### src/rtl/fp_mul_pkg.sv
// Shared bfloat16 field widths, status codes and payload type for the fp_mul block.
package fp_mul_pkg;
    localparam int unsigned EXP_W  = 8;
    localparam int unsigned FRAC_W = 7;
    localparam int unsigned BIAS   = 127;
    localparam int unsigned DATA_W = 1 + EXP_W + FRAC_W;
    localparam int unsigned ERR_W  = 2;

    localparam logic [ERR_W-1:0] ERR_NONE = 2'b00;
    localparam logic [ERR_W-1:0] ERR_OVF  = 2'b01;
    localparam logic [ERR_W-1:0] ERR_UNF  = 2'b10;
    localparam logic [ERR_W-1:0] ERR_INV  = 2'b11;

    localparam logic [DATA_W-1:0] QNAN = 16'h7FC0;

    typedef struct packed {
        logic              sign;
        logic [EXP_W-1:0]  exp;
        logic [FRAC_W-1:0] frac;
    } bf16_t;
endpackage

### src/rtl/fp_mul_if.sv
// Operand/result bundle for fp_mul; no handshake, one operand pair per clock.
interface fp_mul_if import fp_mul_pkg::*; #(
    parameter int unsigned DATA_WIDTH  = DATA_W,
    parameter int unsigned ERROR_WIDTH = ERR_W
);
    logic [DATA_WIDTH-1:0]  in1;
    logic [DATA_WIDTH-1:0]  in2;
    logic [DATA_WIDTH-1:0]  out;
    logic [ERROR_WIDTH-1:0] error;

    modport master (output in1, output in2, input  out, input  error);
    modport slave  (input  in1, input  in2, output out, output error);
endinterface

### src/rtl/fp_mul_core.sv
// Combinational bfloat16 multiply: classify, multiply, normalize, round, pack.
// Rounding mode: truncation by default, round-to-nearest-even with FP_MUL_RNE_EN.
module fp_mul_core import fp_mul_pkg::*; (
    input  bf16_t            i_a,
    input  bf16_t            i_b,
    output bf16_t            o_prod_c,
    output logic [ERR_W-1:0] o_err_c
);
    localparam int unsigned EXP_IW = 10;

    logic                     w_s;
    logic                     w_nan_a, w_nan_b, w_inf_a, w_inf_b, w_zero_a, w_zero_b;
    logic                     w_inv;
    logic [FRAC_W:0]          w_ma, w_mb;
    logic [15:0]              w_prod;
    logic signed [EXP_IW-1:0] w_exp_raw, w_exp_n, w_exp_fin;
    logic [FRAC_W-1:0]        w_frac;
    logic                     w_rnd;
    logic [FRAC_W:0]          w_frac_rnd;

    // Subnormals (exp=0) fold into the zero class.
    assign w_s      = i_a.sign ^ i_b.sign;
    assign w_nan_a  = (i_a.exp == '1) && (i_a.frac != '0);
    assign w_nan_b  = (i_b.exp == '1) && (i_b.frac != '0);
    assign w_inf_a  = (i_a.exp == '1) && (i_a.frac == '0);
    assign w_inf_b  = (i_b.exp == '1) && (i_b.frac == '0);
    assign w_zero_a = (i_a.exp == '0);
    assign w_zero_b = (i_b.exp == '0);
    assign w_inv    = w_nan_a | w_nan_b | (w_zero_a & w_inf_b) | (w_inf_a & w_zero_b);

    assign w_ma      = {1'b1, i_a.frac};
    assign w_mb      = {1'b1, i_b.frac};
    assign w_prod    = 16'(w_ma) * 16'(w_mb);
    assign w_exp_raw = EXP_IW'(i_a.exp) + EXP_IW'(i_b.exp) - EXP_IW'(BIAS);

    always_comb begin
        w_exp_n = w_exp_raw;
        w_frac  = w_prod[13:7];
        if (w_prod[15]) begin
            w_exp_n = w_exp_raw + EXP_IW'(1);
            w_frac  = w_prod[14:8];
        end
    end

`ifdef FP_MUL_RNE_EN
    logic w_guard, w_sticky;
    assign w_guard  = w_prod[15] ? w_prod[7] : w_prod[6];
    assign w_sticky = w_prod[15] ? (|w_prod[6:0]) : (|w_prod[5:0]);
    assign w_rnd    = w_guard & (w_sticky | w_frac[0]);
`else
    logic w_unused_lsbs;
    assign w_unused_lsbs = ^w_prod[6:0];
    assign w_rnd         = 1'b0;
`endif

    // A carry out leaves the low fraction bits at zero, so only the exponent needs bumping.
    assign w_frac_rnd = {1'b0, w_frac} + (FRAC_W+1)'(w_rnd);
    assign w_exp_fin  = w_exp_n + EXP_IW'(w_frac_rnd[FRAC_W]);

    always_comb begin
        o_prod_c = '{sign: w_s, exp: w_exp_fin[EXP_W-1:0], frac: w_frac_rnd[FRAC_W-1:0]};
        o_err_c  = ERR_NONE;
        if (w_inv) begin
            o_prod_c = bf16_t'(QNAN);
            o_err_c  = ERR_INV;
        end else if (w_inf_a | w_inf_b) begin
            o_prod_c = '{sign: w_s, exp: '1, frac: '0};
        end else if (w_zero_a | w_zero_b) begin
            o_prod_c = '{sign: w_s, exp: '0, frac: '0};
        end else if (w_exp_fin >= EXP_IW'((1 << EXP_W) - 1)) begin
            o_prod_c = '{sign: w_s, exp: '1, frac: '0};
            o_err_c  = ERR_OVF;
        end else if (w_exp_fin <= EXP_IW'(0)) begin
            o_prod_c = '{sign: w_s, exp: '0, frac: '0};
            o_err_c  = ERR_UNF;
        end
    end
endmodule

### src/rtl/fp_mul.sv
// Registered bfloat16 multiplier: one result per clock, one cycle latency.
// Rounding mode selected by FP_MUL_RNE_EN inside fp_mul_core.
module fp_mul import fp_mul_pkg::*; #(
    parameter int unsigned DATA_WIDTH  = DATA_W,
    parameter int unsigned ERROR_WIDTH = ERR_W
) (
    input  logic     clk,
    input  logic     rst,
    fp_mul_if.slave  bus
);
    bf16_t                  w_prod;
    logic [ERR_W-1:0]       w_err;
    logic [DATA_WIDTH-1:0]  r_out;
    logic [ERROR_WIDTH-1:0] r_err;

    fp_mul_core u_core (
        .i_a      (bf16_t'(bus.in1)),
        .i_b      (bf16_t'(bus.in2)),
        .o_prod_c (w_prod),
        .o_err_c  (w_err)
    );

    always_ff @(posedge clk or posedge rst) begin
        if (rst) begin
            r_out <= '0;
            r_err <= ERROR_WIDTH'(ERR_NONE);
        end else begin
            r_out <= DATA_WIDTH'(w_prod);
            r_err <= ERROR_WIDTH'(w_err);
        end
    end

    assign bus.out   = r_out;
    assign bus.error = r_err;
endmodule

### src/flat_wrapper.sv
// flat-port wrapper written by rule: the top's interface ports become plain ports
module fp_mul_flat import fp_mul_pkg::*;
#(
    parameter int unsigned DATA_WIDTH  = DATA_W,
    parameter int unsigned ERROR_WIDTH = ERR_W
)
  (clk, rst, bus_in1, bus_in2, bus_out, bus_error);
  fp_mul_if #(.DATA_WIDTH(DATA_WIDTH), .ERROR_WIDTH(ERROR_WIDTH)) bus_i ();
  input  logic clk;
  input  logic rst;
  input wire logic [$bits(bus_i.in1)-1:0] bus_in1;
  input wire logic [$bits(bus_i.in2)-1:0] bus_in2;
  output wire logic [$bits(bus_i.out)-1:0] bus_out;
  output wire logic [$bits(bus_i.error)-1:0] bus_error;
  assign bus_i.in1 = bus_in1;
  assign bus_i.in2 = bus_in2;
  assign bus_out = bus_i.out;
  assign bus_error = bus_i.error;
  fp_mul #(.DATA_WIDTH(DATA_WIDTH), .ERROR_WIDTH(ERROR_WIDTH)) u_core (.clk(clk), .rst(rst), .bus(bus_i));
endmodule
### config.mk
export PLATFORM = sky130hd
export DESIGN_NAME = fp_mul_flat
export DESIGN_NICKNAME = d
export VERILOG_FILES = /design/src/rtl/fp_mul_pkg.sv /design/src/rtl/fp_mul_if.sv /design/src/rtl/fp_mul_core.sv /design/src/rtl/fp_mul.sv /design/src/flat_wrapper.sv
export SDC_FILE = /design/constraint.sdc
export NUM_CORES = 1
export LEC_CHECK = 0
export CAP_MARGIN = 20
export CORE_UTILIZATION = 35
export DETAILED_ROUTE_END_ITERATION = 10
export PLACE_DENSITY_LB_ADDON = 0.05
export REMOVE_ABC_BUFFERS = 1
export SETUP_SLACK_MARGIN = 0.2
export SYNTH_ARGS = -nofsm -noshare
export SYNTH_HDL_FRONTEND = slang
export SYNTH_SLANG_ARGS = --single-unit
### constraint.sdc
create_clock -name clk -period 0.8 [get_ports clk]
set_input_delay 0.08 -clock clk [delete_from_list [all_inputs] [get_ports clk]]
set_output_delay 0.08 -clock clk [all_outputs]
set_load 0.01 [all_outputs]
## After elaboration in Yosys (flattened, before gate mapping)

Cells that the tools add are included.
Widths: inputs -> output; s select.

| cells by class | value |
|---|---|
| $add $sub $neg | 3 |
| $mul | 1 |
| magnitude comparators | 2 |
| equal/unequal tests | 2 |
| mux-type cells | 12 |
| bitwise logic cells | 8 |
| reduce and logical (&&, ||, !) cells | 10 |

Operator list:

| operator | number |
|---|---|
| $mux 15 | 4 |
| $eq 8x8->1 const B | 2 |
| $logic_not 8->1 | 2 |
| $mul 8x8->16 | 1 |
| $mux 16 | 1 |
| $logic_not 7->1 | 2 |
| $reduce_bool 7->1 | 2 |
| $add 10x2->10 const B | 1 |
| $ge 10x9->1 const B | 1 |
| $le 10x1->1 const B | 1 |
| $mux 10 | 1 |
| $mux 2 | 5 |
| $sub 9x7->10 const B | 1 |
| $add 8x8->9 | 1 |
| $mux 7 | 1 |
| $or 1x1->1 | 5 |
| $logic_and 1x1->1 | 4 |
| $and 1x1->1 | 2 |
| $xor 1x1->1 | 1 |

| word-level totals | value |
|---|---|
| bits in registers | 18 |
| bits of input ports | 34 |
| output and inout port bits | 18 |
| word-level logic and storage cells | 40 |

## Depth between registers and ports, before layout

| logic depth | value |
|---|---|
| word-level depth | 10 |
| gate-level depth with buffers | 22 |

## Hierarchy

A second synthesis with hierarchy kept.

| second synthesis, totals | value |
|---|---|
| cell total of the unflattened synthesis | 428 |
| area total of the unflattened synthesis | 3,662.3 sq um |

Modules (own cells, without submodules):

| module | instances | cells an instance | area an instance (sq um) | seq. area each (sq um) |
|---|---|---|---|---|
| fp_mul_core | 1 | 409 | 3,208.1 | 0.0 |
| fp_mul | 1 | 19 | 454.2 | 450.4 |

## Worst setup path before layout

No wires, ideal clock.

| path | value |
|---|---|
| kind | input to register |
| from | input port bus_in2[6] |
| to | register u_core.r_out[10] (netlist: u_core.bus.out[10]) |
| setup time | 142 ps |
| arrival time | 4,751 ps |
| required time | 658 ps |
| slack | -4,093 ps |
| stages | 22 |
| path buffers | 1 |
| path through | inv_1 > nor2_1 > fa_1 > inv_1 > fa_1 > inv_1 > fa_1 > inv_1 > fa_1 > inv_1 > ha_1 > nand3_1 > a21oi_1 > a21oi_2 > a211oi_2 > xnor2_1 > buf_2 > o21ai_0 > a31o_2 > a21o_1 > a21boi_1 > o21ai_0 |

RTL lines:

| element | RTL line | text |
|---|---|---|
| from (decl) | flat_wrapper.sv:12 | `input wire logic [$bits(bus_i.in2)-1:0] bus_in2;` |
| to (signal assigned) | fp_mul.sv:28 | `r_out <= DATA_WIDTH'(w_prod);` |
| to (decl) | fp_mul.sv:13 | `logic [DATA_WIDTH-1:0] r_out;` |

==> reports/metrics.csv <==
metric,value,unit
p_per_area,2310,mW/mm²
p_seq_frac,0.103,
multi_input_area,0.00321,mm²
floorplan.initialDensity,0.358,
drt_iter0_drc,146,
top_level_ports,52,
met2_length,4.22,mm
nFillCells,1013,
hold_violations,0,
worstPathMaxFanout,7,
synthFlopType,dfrtp_1,
grt_max_degree,19,
p_leak,2.77,nW
met3_length,350,µm
synth-warning-count,0,
slew_violations,0,
synth_top_area_frac,0.196,
synthCells,437,
max_freq,215,MHz
p_sw,5.59,mW
arrival,4.78,ns
ctsHoldBuffers,0,
dpl_cell_area,0.00524,mm²
cp.required,0.93,ns
endpoint_kind,flip-flop,
dp_hpwl,8.54,mm
grt_pass1_vias,3618,
pwr-share-comb,0.852,
clkSlewWorstSetupHoldPaths,0.06,ns
avgSynthCellArea,8.43,µm²
gp_congestion,0.838,
hold_class,in -> async,
final-setup-viol-count,36,
synth_seq_area_share,0.122,
cts-root-buf,clkbuf_8,
num_antenna_cells,0,
routed_wl,9.85,mm
firstDrtPassIters,4,
numPortBuffers,51,
outcome,finished with violations,
p_int,7.30,mW
highest_layer,met4,
swShare,0.433,
ir_drop,0.00124,V
grt_pass1_wl,16.8,mm
cts_buffers,3,
place_inst,738,
final_cells,755,
via_count,3599,
drv_cap,0,
die_h,105,µm
antenna_found_initial,0,
nNetsFinal,739,
wl_per_cell,13.0,µm
synth-edff-count,0,
cts_tree,yes,
worst_slew_pin_slew,0.897,ns
ys_top_cells_by_area,"fa_1 (20%), ha_1 (16%), dfrtp_1 (12%), inv_1 (7.4%), and2_1 (4.8%)",
cts.sinks,18,
synth_cell_types,62,
fin_crit,4.64,ns
yosys_register_bits,18,
grt_overflow,0,
design.die.area,0.0109,mm²
syn_area,0.00368,mm²
core-area,0.0103,mm²
slew_headroom,0.402,
synth_top_cell_by_area,fa_1,
drive_above_1_share,0.401,
cp-start-kind,primary input,
h-tree-depth,1,
die_x,105,µm
remaining_drc_errors,0,
clkPwrFrac,0.045,
via_per_inst,4.77,
rows,37,
worst_slack,-3.84,ns
postLayoutCellArea,0.00559,mm²
crit_type,in -> reg,
met1_length,5.19,mm
drtAntennaViolNets,0,
fin_crit_sh,5.80,
violations,negative setup slack,
seq_area,450,µm²
rsz0062_at_grt,true,
clock_path_buffers,2,
area_growth,51.7,%
grtUsageTotal,0.189,
async_reset_ff_frac,1.00,
==> synthesized netlist by cell type, types with 2 or more instances <==
| cell | n |
|---|---|
| o21a_1 | 4 |
| a21oi_1 | 13 |
| a31oi_1 | 3 |
| nand3_1 | 7 |
| or4_1 | 2 |
| or3_1 | 5 |
| o31ai_1 | 3 |
| xor2_1 | 10 |
| dfrtp_1 | 18 |
| and2_1 | 28 |
| nand4_1 | 10 |
| fa_1 | 36 |
| o21ai_0 | 18 |
| a211oi_2 | 2 |
| inv_1 | 73 |
| nand2b_1 | 5 |
| nor3_1 | 5 |
| nor3b_1 | 4 |
| xnor2_1 | 15 |
| or2_2 | 3 |
| nor2_1 | 24 |
| and3_2 | 2 |
| o21ai_1 | 2 |
| nor4_1 | 8 |
| nand2_1 | 36 |
| a211oi_1 | 4 |
| mux2i_1 | 4 |
| and2_2 | 5 |
| and3_1 | 4 |
| ha_1 | 48 |
| nor2b_1 | 4 |
| nand3b_1 | 2 |
==> layer usage <==
| metal | global-route usage | up-vias |
|---|---|---|
| li1 | - | 1842 |
| met1 | 0.287 | 1687 |
| met2 | 0.290 | 63 |
| met3 | 0.0168 | 7 |
| met4 | 0.0342 | 0 |
| met5 | 0 | - |
==> worst max-delay path, stage by stage <==
cell	delay, ns
buf_8	0.11
and2_4	0.15
fa_1	0.55
inv_2	0.05
fa_1	0.54
inv_2	0.04
fa_1	0.46
inv_1	0.05
fa_1	0.49
inv_2	0.05
ha_4	0.26
nand3_2	0.06
a21oi_2	0.14
a21oi_2	0.09
a211oi_2	0.28
xnor2_2	0.19
buf_4	0.19
nand2_2	0.05
a221o_1	0.36
a211oi_2	0.28
nand2b_4	0.25
o21ai_2	0.06
==> metrics by stage <==
step / setup TNS [ns] / util / hold slack [ns] / worst slack, ns / power [mW]
3_5_place_dp: -86.09 / 0.510 / 0.419 / -4.89 / 11.1
6_report: -65.72 / 0.543 / 0.154 / -3.84 / 12.9
5_1_grt: -69.20 / 0.543 / 0.168 / -4.02 / 14.3
4_1_cts: -66.32 / 0.534 / 0.159 / -3.86 / 12.7
2_1_floorplan: -77.87 / - / 0.0186 / -4.62 / 6.64
3_3_place_gp: -85.39 / 0.510 / 0.412 / -4.88 / 11.0
==> how the worst max path moves through the flow <==
stage	from	endpoint	slack, ns	cells after the start
2_1_floorplan	bus_in1[1]	u_core.bus.out[10]	-4.62	18
3_3_place_gp	bus_in2[4]	u_core.bus.out[8]	-4.88	23
3_5_place_dp	bus_in1[2]	u_core.bus.out[8]	-4.89	23
4_1_cts	bus_in1[4]	u_core.bus.out[9]	-3.86	22
5_1_grt	bus_in1[4]	u_core.bus.out[13]	-4.02	23
6_report	bus_in1[4]	u_core.bus.out[8]	-3.84	22
==> flip-flops by register name, indices dropped and copies added (netlist names) <==
name and flops:
u_core.bus.out 16, u_core.bus.error 2
==> power by group through the flow <==
stage                     clock network [mW]  registers (mW)  logic (mW)
after floorplan                            0            1.54        5.10
after global placement                     0            1.36        9.67
after detailed placement                   0            1.36        9.74
after CTS                              0.613            1.33        10.7
after global routing                   0.648            1.37        12.2
final                                  0.586            1.33        11.0
==> kinds of logic after synthesis <==
kind of cell,after synthesis,synth area share
compound gates,70,0.130
xor+xnor,25,0.0595
fa+ha+maj,84,0.359
buf+inv,78,0.0832
flops,18,0.122
mux,4,0.0109
simple gates,158,0.235
==> cell type report <==
class | count | area share
multi-input cells | 341 | 0.575
repair buffers | 184 | 0.257
flip-flops and latches | 18 | 0.0806
inverters | 73 | 0.0491
well taps | 136 | 0.0305
clock buffers | 3 | 0.00739
==> layout by cell type (no fill, tap or decap), drive strengths merged, types with 4 or more instances in the layout <==
cell type      count
a21oi             14
nor3b              4
nand2             36
xor2              10
nor4               9
xnor2             15
clkbuf             4
or3                5
o21a               4
nor3               5
inv               73
nor2b              4
and2              33
and3               6
dfrtp             18
mux2i              4
nand2b             6
o21ai             20
nor2              24
a211oi             6
nand3              7
ha                48
nand4             10
fa                36
buf              164
clkdlybuf4s50     19
==> timing repair <==
action	in CTS	in global routing
gates resized for setup	207	20
endpoints found under the setup margin	36	36
buffers inserted	10	4
pin swaps	47	11
(Power assumes the default switching activity.)
